**config.mk**
```make
export PLATFORM = sky130hd
export DESIGN_NAME = handshake_dst_sync
export DESIGN_NICKNAME = d
export VERILOG_FILES = /design/src/rtl/handshake_dst_sync.sv
export SDC_FILE = /design/constraint.sdc
export NUM_CORES = 1
export LEC_CHECK = 0
export ABC_AREA = 1
export CORE_MARGIN = 5
export CORE_UTILIZATION = 30
export DETAILED_ROUTE_END_ITERATION = 8
export GPL_ROUTABILITY_DRIVEN = 0
export PLACE_DENSITY = 0.66
export SLEW_MARGIN = 5
export SYNTH_ARGS = -nofsm -noshare
export SYNTH_HDL_FRONTEND = slang
export SYNTH_SLANG_ARGS = --single-unit
export TNS_END_PERCENT = 10
```
**constraint.sdc**
```tcl
create_clock -name clk -period 1 [get_ports clk]
set_input_delay 0.2 -clock clk [delete_from_list [all_inputs] [get_ports clk]]
set_output_delay 0.2 -clock clk [all_outputs]
set_load 0.02 [all_outputs]
```
**src/rtl/handshake_dst_sync.sv**
```systemverilog
// Destination side of a 4-phase req/ack crossing. It synchronizes sreq, captures
// sdata on acceptance and tags each accepted word with its position in the frame.
module handshake_dst_sync #(
  parameter int SYNC_STAGES = 2,
  parameter int FRAME_WORDS = 6
) (
  input  logic        clk,
  input  logic        rst_n,
  input  logic        sreq,
  input  logic [29:0] sdata,
  input  logic        busy,
  input  logic        frame_clr,
  output logic        dack,
  output logic        dvalid,
  output logic [29:0] dout,
  output logic [2:0]  word_idx,
  output logic        frame_done
);

  // state | meaning
  // IDLE  | waiting for req_s=1 with busy=0
  // ACK   | word captured, dack high until req_s returns to 0
  typedef enum logic {IDLE = 1'b0, ACK = 1'b1} state_t;

  localparam logic [2:0] LAST_IDX = 3'(FRAME_WORDS - 1);

  state_t                 state, state_next;
  logic [SYNC_STAGES-1:0] sync_q;
  logic                   req_s;
  logic                   accept;
  logic [2:0]             idx_next;
  logic                   first_q;
  logic                   clr_pend;

  always_ff @(posedge clk or negedge rst_n) begin
    if (!rst_n) sync_q <= '0;
    else        sync_q <= {sync_q[SYNC_STAGES-2:0], sreq};
  end

  assign req_s = sync_q[SYNC_STAGES-1];

  always_ff @(posedge clk or negedge rst_n) begin
    if (!rst_n) state <= IDLE;
    else        state <= state_next;
  end

  always_comb begin
    state_next = state;
    case (state)
      IDLE:    if (req_s && !busy) state_next = ACK;
      ACK:     if (!req_s)         state_next = IDLE;
      default:                     state_next = IDLE;
    endcase
  end

  always_comb begin
    accept   = (state == IDLE) && req_s && !busy;
    idx_next = word_idx + 3'd1;
    // A clear arriving on the accepting edge itself still restarts the frame.
    if (first_q || clr_pend || frame_clr || (word_idx == LAST_IDX))
      idx_next = 3'd0;
  end

  always_ff @(posedge clk or negedge rst_n) begin
    if (!rst_n) begin
      dack       <= 1'b0;
      dvalid     <= 1'b0;
      frame_done <= 1'b0;
      dout       <= 30'h0;
      word_idx   <= 3'd0;
      first_q    <= 1'b1;
      clr_pend   <= 1'b0;
    end else begin
      dack       <= (state_next == ACK);
      dvalid     <= accept;
      frame_done <= accept && (idx_next == LAST_IDX);
      if (accept) begin
        dout     <= sdata;
        word_idx <= idx_next;
        first_q  <= 1'b0;
        clr_pend <= 1'b0;
      end else if (frame_clr) begin
        clr_pend <= 1'b1;
      end
    end
  end

endmodule

```
# Word level (Yosys, flattened, before mapping)
# Cells that the tools add are included.
# Widths: inputs -> output; s select.
dict set report op_classes {
  n_reduce_logical 9
  muxes 6
  n_bitwise 1
  n_addsub 1
  eq_ne 2
}
# cell count
set op_table {}
lappend op_table {{$eq 3x3->1 const B} 2}
lappend op_table {{$logic_and 1x1->1} 4}
lappend op_table {{$mux 1} 4}
lappend op_table {{$add 3x1->3 const B} 1}
lappend op_table {{$logic_or 1x1->1} 3}
lappend op_table {{$mux 3} 1}
lappend op_table {{$pmux 1 s2} 1}
lappend op_table {{$reduce_bool 2->1} 1}
lappend op_table {{$logic_not 1->1} 1}
lappend op_table {{$not 1->1} 1}
dict set report totals {
  regBits 40
  output_inout_bits 36
  input_bits 35
}

# Logic depth before layout (Yosys ltp)
dict set report depth {
  depth_word 6
  ltp_mapped 7
}

# Worst setup path after synthesis
# No wires, ideal clock.
dict set report synth_path {
  path_type {register to register}
  start {register word_idx[1]}
  end {register frame_done}
  path_slack_ns -0.160
  arrival_ns 1.088
  t_required_ns 0.929
  setup_ns 0.071
  stages_incl_launch_ff 8
  path_cell_list {dfrtp_1 -> inv_1 -> ha_1 -> nand2_1 -> nand3_1 -> nor2_2 -> nand2_1 -> nor2_1}
}
dict set report synth_via {
  elab_chain_cells 5
  elab_cells_between_ends 6
}
# item line
set synth_rtl {}
lappend synth_rtl {{from (decl)} 16} ;# output logic [2:0] word_idx,
lappend synth_rtl {{from (signal assigned)} 79} ;# word_idx <= idx_next;
lappend synth_rtl {{branches (longest 2 deep; another with $add 3x1->3)} --}
lappend synth_rtl {{$mux 3 *} 60} ;# if (first_q || clr_pend || frame_clr || (word_idx == LAST_IDX))
lappend synth_rtl {{$eq 3x3->1 *} 76} ;# frame_done <= accept && (idx_next == LAST_IDX);
lappend synth_rtl {{$logic_and 1x1->1 *} 76}
lappend synth_rtl {{to (signal assigned)} 76}
lappend synth_rtl {{to (decl)} 17} ;# output logic frame_done
# Every way passes the cells marked *.
# A chain may end at the register's enable or synchronous reset.

# Final worst setup path
dict set report layout_path {
  start {register word_idx[0]}
  end {register frame_done}
}
# Same word-level chain as after synthesis.

==> results.py <==
metrics = {
    "worst_setup_path": {
        "start_kind": "flip-flop",
        "cp_data_required_time_ns": 1.22,
        "path_common_cell": "nand2_2",
        "worstPathCellList": "buf_12, ha_4, nand2_2, nand3_2, nor2_4, nand2_2, nor2_1",
        "crit_type": "flip-flop to flip-flop",
        "worst-path-buf-inv": 1,
        "critPathTopFamily": "flip-flops",
        "slowest_stage": "dfrtp_2",
        "crit_path_end_kind": "flip-flop",
        "crit_arrival_ns": 1.42,
        "cpPeakStageDelay_ns": 0.44,
        "cp_max_fo": 3,
    },
    "global_route": {
        "grt_pass1_vias": 1373,
        "grt_use_total": 0.1266,
        "grt_max_degree": 23,
        "grt_pass1_wl_um": 6458,
        "antenna_found_initial": 0,
        "gr-total-overflow": 0,
    },
    "synthesis": {
        "yosysTopAreaCell": "dfrtp_1",
        "synth_warnings": 0,
        "synth_cell_type_count": 16,
        "synth-seq-cells": 40,
        "synth_edf_count": 0,
        "syn_area_um2": 1549,
        "synthFlopType": "dfrtp_1",
        "yosys-top-cells-area": "dfrtp_1 (63%), nand2_1 (25%), buf_6 (2.2%)",
        "syn-num-nets": 205,
        "synth_top_cell_area_share": 0.6300,
        "syn_area_per_cell_um2": 9.220,
        "seq_area_frac_synth": 0.6470,
        "synth_cells": 168,
        "async_reset_ff_frac": 1.000,
    },
    "drt": {
        "drt-initial-drc-count": 43,
        "vias": 1322,
        "post_drt_wl_per_cell_um": 11.88,
        "drc_errors": 0,
        "wl_um": 3872,
        "vias_per_cell": 4.055,
        "ant_nets": 0,
        "drt_first_pass_iters": 3,
    },
    "sta": {
        "rsz0062_at_grt": "true",
        "max_freq_mhz": 834.6,
        "hold_viol": 0,
        "finClkSkew_ns": 0.008952,
        "tns_ns": -3.168,
        "tightest_slew_ns": 0.2813,
        "layout_setup_ws_ns": -0.1982,
        "post-route-min-period_ns": 1.198,
        "setup_viol": 70,
        "min_period_over_period": 1.198,
        "relSlewSlack": 0.8125,
        "slew_violations": 0,
    },
    "cts": {
        "cts_root_buffer": "clkbuf_8",
        "clkTransAtPathRegs_ns": 0.08,
        "cts_buffers": 5,
        "max-clock-path-buffers": 2,
        "worstSkewPairLatency_ns": 0.29,
        "clock_sinks": 40,
        "cts_tree": "yes",
        "htree_num_levels": 2,
    },
    "final_layout": {
        "fillers": 511,
        "final_cells": 326,
        "area.sequential_um2": 1005,
        "drive_gt1_frac": 0.3164,
        "antenna_cells": 0,
        "syn_to_final_growth_pct": 65.27,
        "layout.nets": 292,
        "multi_input_area_um2": 530.5,
        "finish.utilization": 0.5044,
    },
    "status": {
        "status": "finished with violations",
        "violations": "setup timing",
    },
    "die": {
        "initial_utilization": 0.3052,
        "dieArea_um2": 6700,
        "io_pins": 71,
        "die_w_um": 81.86,
        "fp.coreArea_um2": 5075,
        "dieHeight_um": 81.86,
        "rows": 26,
    },
    "power_and_ir_drop": {
        "peakVddDrop_mv": 0.7850,
        "power_density_nw_per_um2": 1717,
        "power.leakage_nw": 1.368,
    },
    "place": {
        "port_buffers": 70,
        "placed_cells": 314,
        "dp_hpwl_um": 2864,
    },
    "flow_run": {
        "maxCapViolCount": 0,
    },
    "min_path": {
        "hold_class": "input pin to async pin",
    },
}
synthesized netlist by cell type (2+ instances only):
master	count
buf_2	3
buf_6	3
dfrtp_1	39
ha_1	2
inv_1	7
nand2_1	102
nor2_1	2
nor2_2	2
power breakdown:
| part | internal [mW] | switching (mW) |
|---|---|---|
| clock network | 0.738 | 0.553 |
| registers | 1.83 | 0.128 |
| logic | 0.543 | 0.601 |
sequential cells by signal, summed over array words and instances, names as in the netlist:
name / cells
dout: 30
frame_done: 1
dvalid: 1
first_q: 1
sync_q: 2
dack: 1
clr_pend: 1
word_idx: 3
through the flow:
stage	cell area, µm²	power, mW	setup WS [ns]	hold WS [ns]
2_1_floorplan	1564	2.482	-0.1089	-0.09559
3_3_place_gp	2426	3.184	-0.3185	0.02427
3_5_place_dp	2426	3.202	-0.3452	0.02997
4_1_cts	2439	4.386	-0.2008	0.2442
5_1_grt	2560	4.688	-0.2779	0.2500
6_report	2560	4.396	-0.1982	0.2457
timing repair:
item | in CTS | in global routing
resized for setup | 163 | 27
setup endpoints to repair | 70 | 73
setup buffers | 1 | 1
hold buffers | 1 | 0
gates cloned | 0 | 1
pin swaps | 5 | 4
endpoints found under the hold margin | 22 | 0
cell families (layout without fill, tap and decap cells):
kind of cell / count (synthesis) / in the layout / share of synthesized area
adder cells (fa/ha/maj): 2 / 2 / 0.01615
AO/OA/AOI/OAI: 2 / 2 / 0.006456
buffers and inverters: 15 / 103 / 0.05411
AND/OR/NAND/NOR: 108 / 108 / 0.2706
XOR/XNOR: 1 / 1 / 0.005655
flip-flops: 40 / 40 / 0.6470
metal layers:
layer | GRT usage | up-vias | wire length, µm | part of all wire
met2 | 0.2076 | 47 | 1934 | 0.50
met4 | 0.02990 | 0 | 9 | 0.0023
li1 | - | 673 | - | -
met1 | 0.1573 | 600 | 1634 | 0.42
met3 | 0.04825 | 2 | 293 | 0.076
met5 | 0 | - | 0 | 0
layout by cell type (no fill, tap or decap):
| cell type | synthesis | routed |
|---|---|---|
| a21oi_1 | 1 | 1 |
| buf_12 | 0 | 4 |
| buf_2 | 3 | 25 |
| buf_4 | 0 | 9 |
| buf_6 | 3 | 13 |
| bufinv_16 | 0 | 1 |
| clkbuf_16 | 0 | 1 |
| clkbuf_8 | 0 | 5 |
| clkdlybuf4s50_1 | 0 | 33 |
| clkinv_2 | 1 | 1 |
| clkinvlp_4 | 0 | 1 |
| dfrtp_1 | 39 | 37 |
| dfrtp_2 | 0 | 2 |
| dfstp_2 | 1 | 1 |
| dlygate4sd3_1 | 0 | 1 |
| ha_1 | 2 | 1 |
| ha_4 | 0 | 1 |
| inv_1 | 7 | 6 |
| inv_2 | 1 | 2 |
| inv_8 | 0 | 1 |
| nand2_1 | 102 | 92 |
| nand2_2 | 0 | 7 |
| nand2_4 | 1 | 4 |
| nand3_2 | 0 | 1 |
| nor2_1 | 2 | 2 |
| nor2_4 | 0 | 2 |
| o21ai_0 | 1 | 1 |
| xor2_1 | 1 | 1 |
path summary, 6_finish.rpt:
kind,start,end,slack (ns),cells past startpoint
min in group clk,sync_q[0],sync_q[1],0.35,0
setup / recovery,word_idx[0],frame_done,-0.20,7
hold reg to reg,sync_q[0],sync_q[1],0.35,0
max in group asynchronous,rst_n,clr_pend,0.26,3
hold / removal,rst_n,dvalid,0.25,2
setup reg to reg,word_idx[0],frame_done,-0.20,7
cell type report:
cell class | count | area share
well taps | 70 | 0.03421
inverters | 9 | 0.01613
clock inverters | 3 | 0.01662
clock buffers | 5 | 0.02688
repair buffers | 86 | 0.3065
flip-flops and latches | 40 | 0.3925
multi-input cells | 113 | 0.2072
No activity file was read; power rests on OpenSTA's default activity.
==> edit 1 (same flow settings) <==
`SYNC_STAGES`: 2 -> 4.
--- a/src/rtl/handshake_dst_sync.sv
+++ b/src/rtl/handshake_dst_sync.sv
@@ -3,3 +3,3 @@
 module handshake_dst_sync #(
-  parameter int SYNC_STAGES = 2,
+  parameter int SYNC_STAGES = 4,
   parameter int FRAME_WORDS = 6
Function: changed (a bounded check fails within 4 cycles, from zero or initial values and one cycle with rst_n low).
==> edit 1 against the unedited design <==
The run still ends with setup timing left; routed wire length decreased by 4.8%; via count grew 0.15%; critical path depth unchanged; worst setup slack lost 8.5 ps; non-clock buffer count shrank 1; synthesized area up 3.2%; power decreased by 3.3%; sequential cell count rose by 2; design area is 1.4% lower; critical endpoint unchanged.
==> edit 1: results (changes against the unedited design) <==
outcome:
  status: "complete, but fails checks"
  violations: "setup timing"
clock_network:
  clk-insertion-delay-late_ps: 290  # about the same
  numCtsBuffers: 5  # unchanged
  htreeDepth: 2  # unchanged
  clk_path_buf_depth: 2  # unchanged
  cts.reportedPaths.clkPinSlew_ps: 80  # about the same
  clockRootBuffer: "clkbuf_8"
worst_setup_path:
  cp_max_fo: 3  # unchanged
  cp_data_arrival_time_ps: 1420  # about the same
timing:
  setup_slack_ps: -207  # -8.49 ps
  maxSlewHeadroom: 0.743  # -0.0699
  setup_viol: 69  # -1.4%
  fin_skew_ps: 7.78  # -1.18 ps
layout:
  top_regs: "dout (30), sync_q (4), word_idx (3)"
  fillers: 547  # +7.0%
  layout.nets: 293  # +0.34%
  drive_gt1_frac: 0.272  # -0.0440
  antenna_cells: 0  # unchanged
drt:
  vias: 1324  # +0.15%
  wl_met3_um: 279  # -4.8%
  wl_met1_um: 1610  # -1.4%
  top_layer_used: "met4"
  dr.pass1.iters: 4  # +1
  wirelength_um: 3690  # -4.8%
  route.met2.wl_um: 1750  # -9.5%
  drt_first_iter_violations: 30  # -30%
placement:
  dp_hpwl_um: 2810  # -1.8%
  dpl_cell_area_sq_mm: 0.00250  # +3.2%
  port_buffers: 70  # unchanged
  pre_cts_ws_ps: -359  # -14.0 ps
grt:
  grt_pass1_vias: 1398  # +1.8%
  grt_pass1_wl_um: 6710  # +3.9%
  grt.met1_usage: 0.145  # -0.0125
  antenna_found_initial: 0  # unchanged
  grt_start_max_net_pins: 19  # -17%
  gr-usage-all-layers: 0.117  # -0.00989
  grt.met3_usage: 0.0495  # +0.00126
  use_met2: 0.189  # -0.0188
power:
  p_sw_mw: 1.24  # -3.2%
  sequentialPower_mw: 2.04  # +4%
  seqPwrFrac: 0.481  # +0.035
  peakVddDrop_v: 0.000963  # +23%
  power_leakage_nw: 1.35  # -1.5%
  p_comb_frac: 0.261  # about the same
worst_hold_path:
  hp-class: "in2reg"
logic_synthesis:
  synth_cell_type_count: 16  # unchanged
  ys_async_sr_fraction: 1.00  # unchanged
  ys_top_cells_by_area: "dfrtp_1 (64%), nand2_1 (24%), buf_6 (2.1%), dfstp_2 (1.6%), inv_1 (1.6%)"
  syn-num-nets: 207  # +0.98%
  synth_ff_type: "dfrtp_1"
  yosys-top-cells-count: "nand2_1 (102), dfrtp_1 (41), inv_1 (7)"
  ys_seq_area_frac: 0.658  # +0.0110
  ys_warn_count: 0  # unchanged
==> edit 1: repair_timing <==
item,in CTS,in global routing
endpoints found under the hold margin,12,0
setup buffers,0,0
setup endpoints to repair,70,71
pin swaps,1,6
gates resized for setup,157,18
hold buffers,1,0
==> edit 1: cell families after synthesis <==
logic type,share of synthesized area
buffers and inverters,0.0524
AO/OA/AOI/OAI,0.00625
adder cells (fa/ha/maj),0.0156
XOR/XNOR,0.00548
AND/OR/NAND/NOR,0.262
flip-flops,0.658
==> edit 1: stage by stage <==
step	setup TNS, ps	instances	util
finish	-3450	327	0.491
global route	-7520	327	0.491
CTS	-4130	327	0.482
detailed placement	-17010	318	0.487
global placement	-16550	318	0.487
floorplan	-2920	170	-
==> edit 1: worst paths after layout <==
path	startpoint	end	slack (ps)	cells past startpoint
max reg2reg	word_idx[0]$_DFFE_PN0P_	frame_done$_DFF_PN0_	-210	7
min in group asynchronous	rst_n	word_idx[0]$_DFFE_PN0P_	370	2
min	sreq	sync_q[0]$_DFF_PN0_	350	1
min reg2reg	sync_q[0]$_DFF_PN0_	sync_q[1]$_DFF_PN0_	350	0
max	word_idx[0]$_DFFE_PN0P_	frame_done$_DFF_PN0_	-210	7
max in group asynchronous	rst_n	dout[12]$_DFFE_PN0P_	140	3
==> edit 1: worst max-delay path, stage by stage (launching register included) <==
cell,delay [ps]
dfrtp_2,430
buf_6,120
ha_4,140
nand2_2,50
nand3_2,90
nor2_4,140
nand2_2,60
nor2_1,100
==> edit 1: cell type report <==
type                    count  area [sq um]  area share
clock buffers               8          90.1      0.0357
inverters                   9          35.0      0.0139
multi-input cells         113           490       0.194
flip-flops and latches     42          1050       0.418
well taps                  70          87.6      0.0347
repair buffers             85           766       0.303
==> edit 2 (same settings) <==
Without the edit above. Reset style: synchronous (`rst_n`), changed in 3 clocked blocks.
--- a/src/rtl/handshake_dst_sync.sv
+++ b/src/rtl/handshake_dst_sync.sv
@@ -34,3 +34,3 @@
 
-  always_ff @(posedge clk or negedge rst_n) begin
+  always_ff @(posedge clk) begin
     if (!rst_n) sync_q <= '0;
@@ -41,3 +41,3 @@
 
-  always_ff @(posedge clk or negedge rst_n) begin
+  always_ff @(posedge clk) begin
     if (!rst_n) state <= IDLE;
@@ -63,3 +63,3 @@
 
-  always_ff @(posedge clk or negedge rst_n) begin
+  always_ff @(posedge clk) begin
     if (!rst_n) begin
Check against the original RTL: differs if rst_n is asserted again (counterexample within 4 cycles, from zero or initial values and one cycle with rst_n low); with rst_n held inactive, the same outputs for 10 cycles.
==> edit 2 against the unedited design <==
The flow still finishes with violations (setup timing); routed wire length decreased by 3.1%; design area is 1.4% lower; synthesized area shrank 10%; global-route usage is 2.0 points lower; count of clock-buffer cells in the layout rose by 2; core utilization increased by 6.8 points; sequential cell count unchanged; worst setup slack improved by 76 ps; die area is 9.0% lower; critical path type unchanged; largest cell class is now buffers.
Power is not compared: it rests on default switching activity, and its combinational part moved more than twofold at a synthesized area within 25%.
==> edit 2: results (changes against the unedited design) <==
drt:
  dr.pass1.iters: 4  # +1
  detail_route.wl_per_cell_um: 12.0  # +0.93%
  drt_first_iter_violations: 39  # -9.3%
  route.met2.wl_um: 1810  # -6.6%
  wl_met3_um: 348  # +19%
  viasPerCell: 4.19  # +3.2%
worst_setup_path:
  cp_data_arrival_time_ps: 1350  # -70 ps
  worst_path_largest_cell_delay_ps: 360  # -80 ps
  rrSetupSlack_ps: -120  # +80 ps
  crit_slowest_cell: "dfxtp_4"
  crit_family: "simple AND/OR/NAND/NOR gates"
grt:
  gr-usage-all-layers: 0.107  # -0.0200
  grt.met1_usage: 0.130  # -0.0275
  grt_pass1_wl_um: 5290  # -18%
  antenna_found_initial: 0  # unchanged
  use_met2: 0.164  # -0.0437
  grt_start_max_net_pins: 19  # -17%
  grt_pass1_vias: 1152  # -16%
  grt.met3_usage: 0.0561  # +0.00782
logic_synthesis:
  avgSynthCellArea_sq_um: 8.14  # -12%
  ys_seq_area_frac: 0.576  # -0.0715
  synth_cell_type_count: 17  # +1
  ys_warn_count: 0  # unchanged
  synthAdderAreaFrac: 0.0180  # +0.00183
  synth_ff_type: "dfxtp_1"
  synth-xor-area-share: 0.00629  # +0.000641
  yosys-top-cells-count: "nand2_1 (100), dfxtp_1 (40), inv_1 (5), nand2_2 (5), nor2_1 (4)"
  ys_async_sr_fraction: 0  # -1.00
  ys_top_cells_by_area: "dfxtp_1 (58%), nand2_1 (27%), nand2_2 (2.2%), ha_1 (1.8%), buf_6 (1.6%)"
  syn-num-nets: 208  # +1.5%
  synth_compound_area_frac: 0.00360  # -0.00286
placement:
  pre_cts_ws_ps: -358  # -12.7 ps
  port_buffers: 70  # unchanged
  dp_hpwl_um: 2360  # -17%
  dpl_cell_area_sq_mm: 0.00223  # -8.0%
clock_network:
  cts_resized: 156  # -4.3%
  post_cts_buffers: 0  # -1
timing:
  fin_tns_setup_ps: -1740  # +1430 ps
  maxSlewHeadroom: 0.870  # +0.0579
  setup_slack_ps: -122  # +76.3 ps
  setup_viol: 35  # -50%
  hold_ws_ps: 235  # -11.1 ps
  fin_skew_ps: 5.64  # -3.32 ps
layout:
  fin_cells: 313  # -4.0%
  layout.nets: 297  # +1.7%
  drive_gt1_frac: 0.425  # +0.109
outcome:
  status: "complete, but fails checks"
  violations: "setup timing"
worst_hold_path:
  hp-class: "in2reg"
==> edit 2: cell count changes in the layout (fill, tap and decap cells not counted), sizes merged, moves of 2 or more <==
| cell | delta |
|---|---|
| nand3b | +2 |
| dfxtp | +40 |
| nand2 | +2 |
| clkbuf | +6 |
| dlygate4sd2 | +2 |
| buf | -2 |
| dfrtp | -39 |
==> edit 2: cell type report <==
class	count	area [sq um]
Fill cell	449	1890
Timing Repair Buffer	88	905
Sequential cell	40	832
Multi-Input combinational cell	118	597
Clock buffer	7	86.3
Tap cell	52	65.1
Inverter	7	33.8
Clock inverter	1	6.26
==> edit 2: final timing paths <==
path	start	endpoint	cells after the start
max reg2reg	word_idx[1]$_SDFFE_PN0P_	word_idx[1]$_SDFFE_PN0P_	8
max	word_idx[1]$_SDFFE_PN0P_	word_idx[1]$_SDFFE_PN0P_	8
min	busy	dack$_SDFF_PN0_	2
min reg2reg	sync_q[0]$_SDFF_PN0_	sync_q[1]$_SDFF_PN0_	2
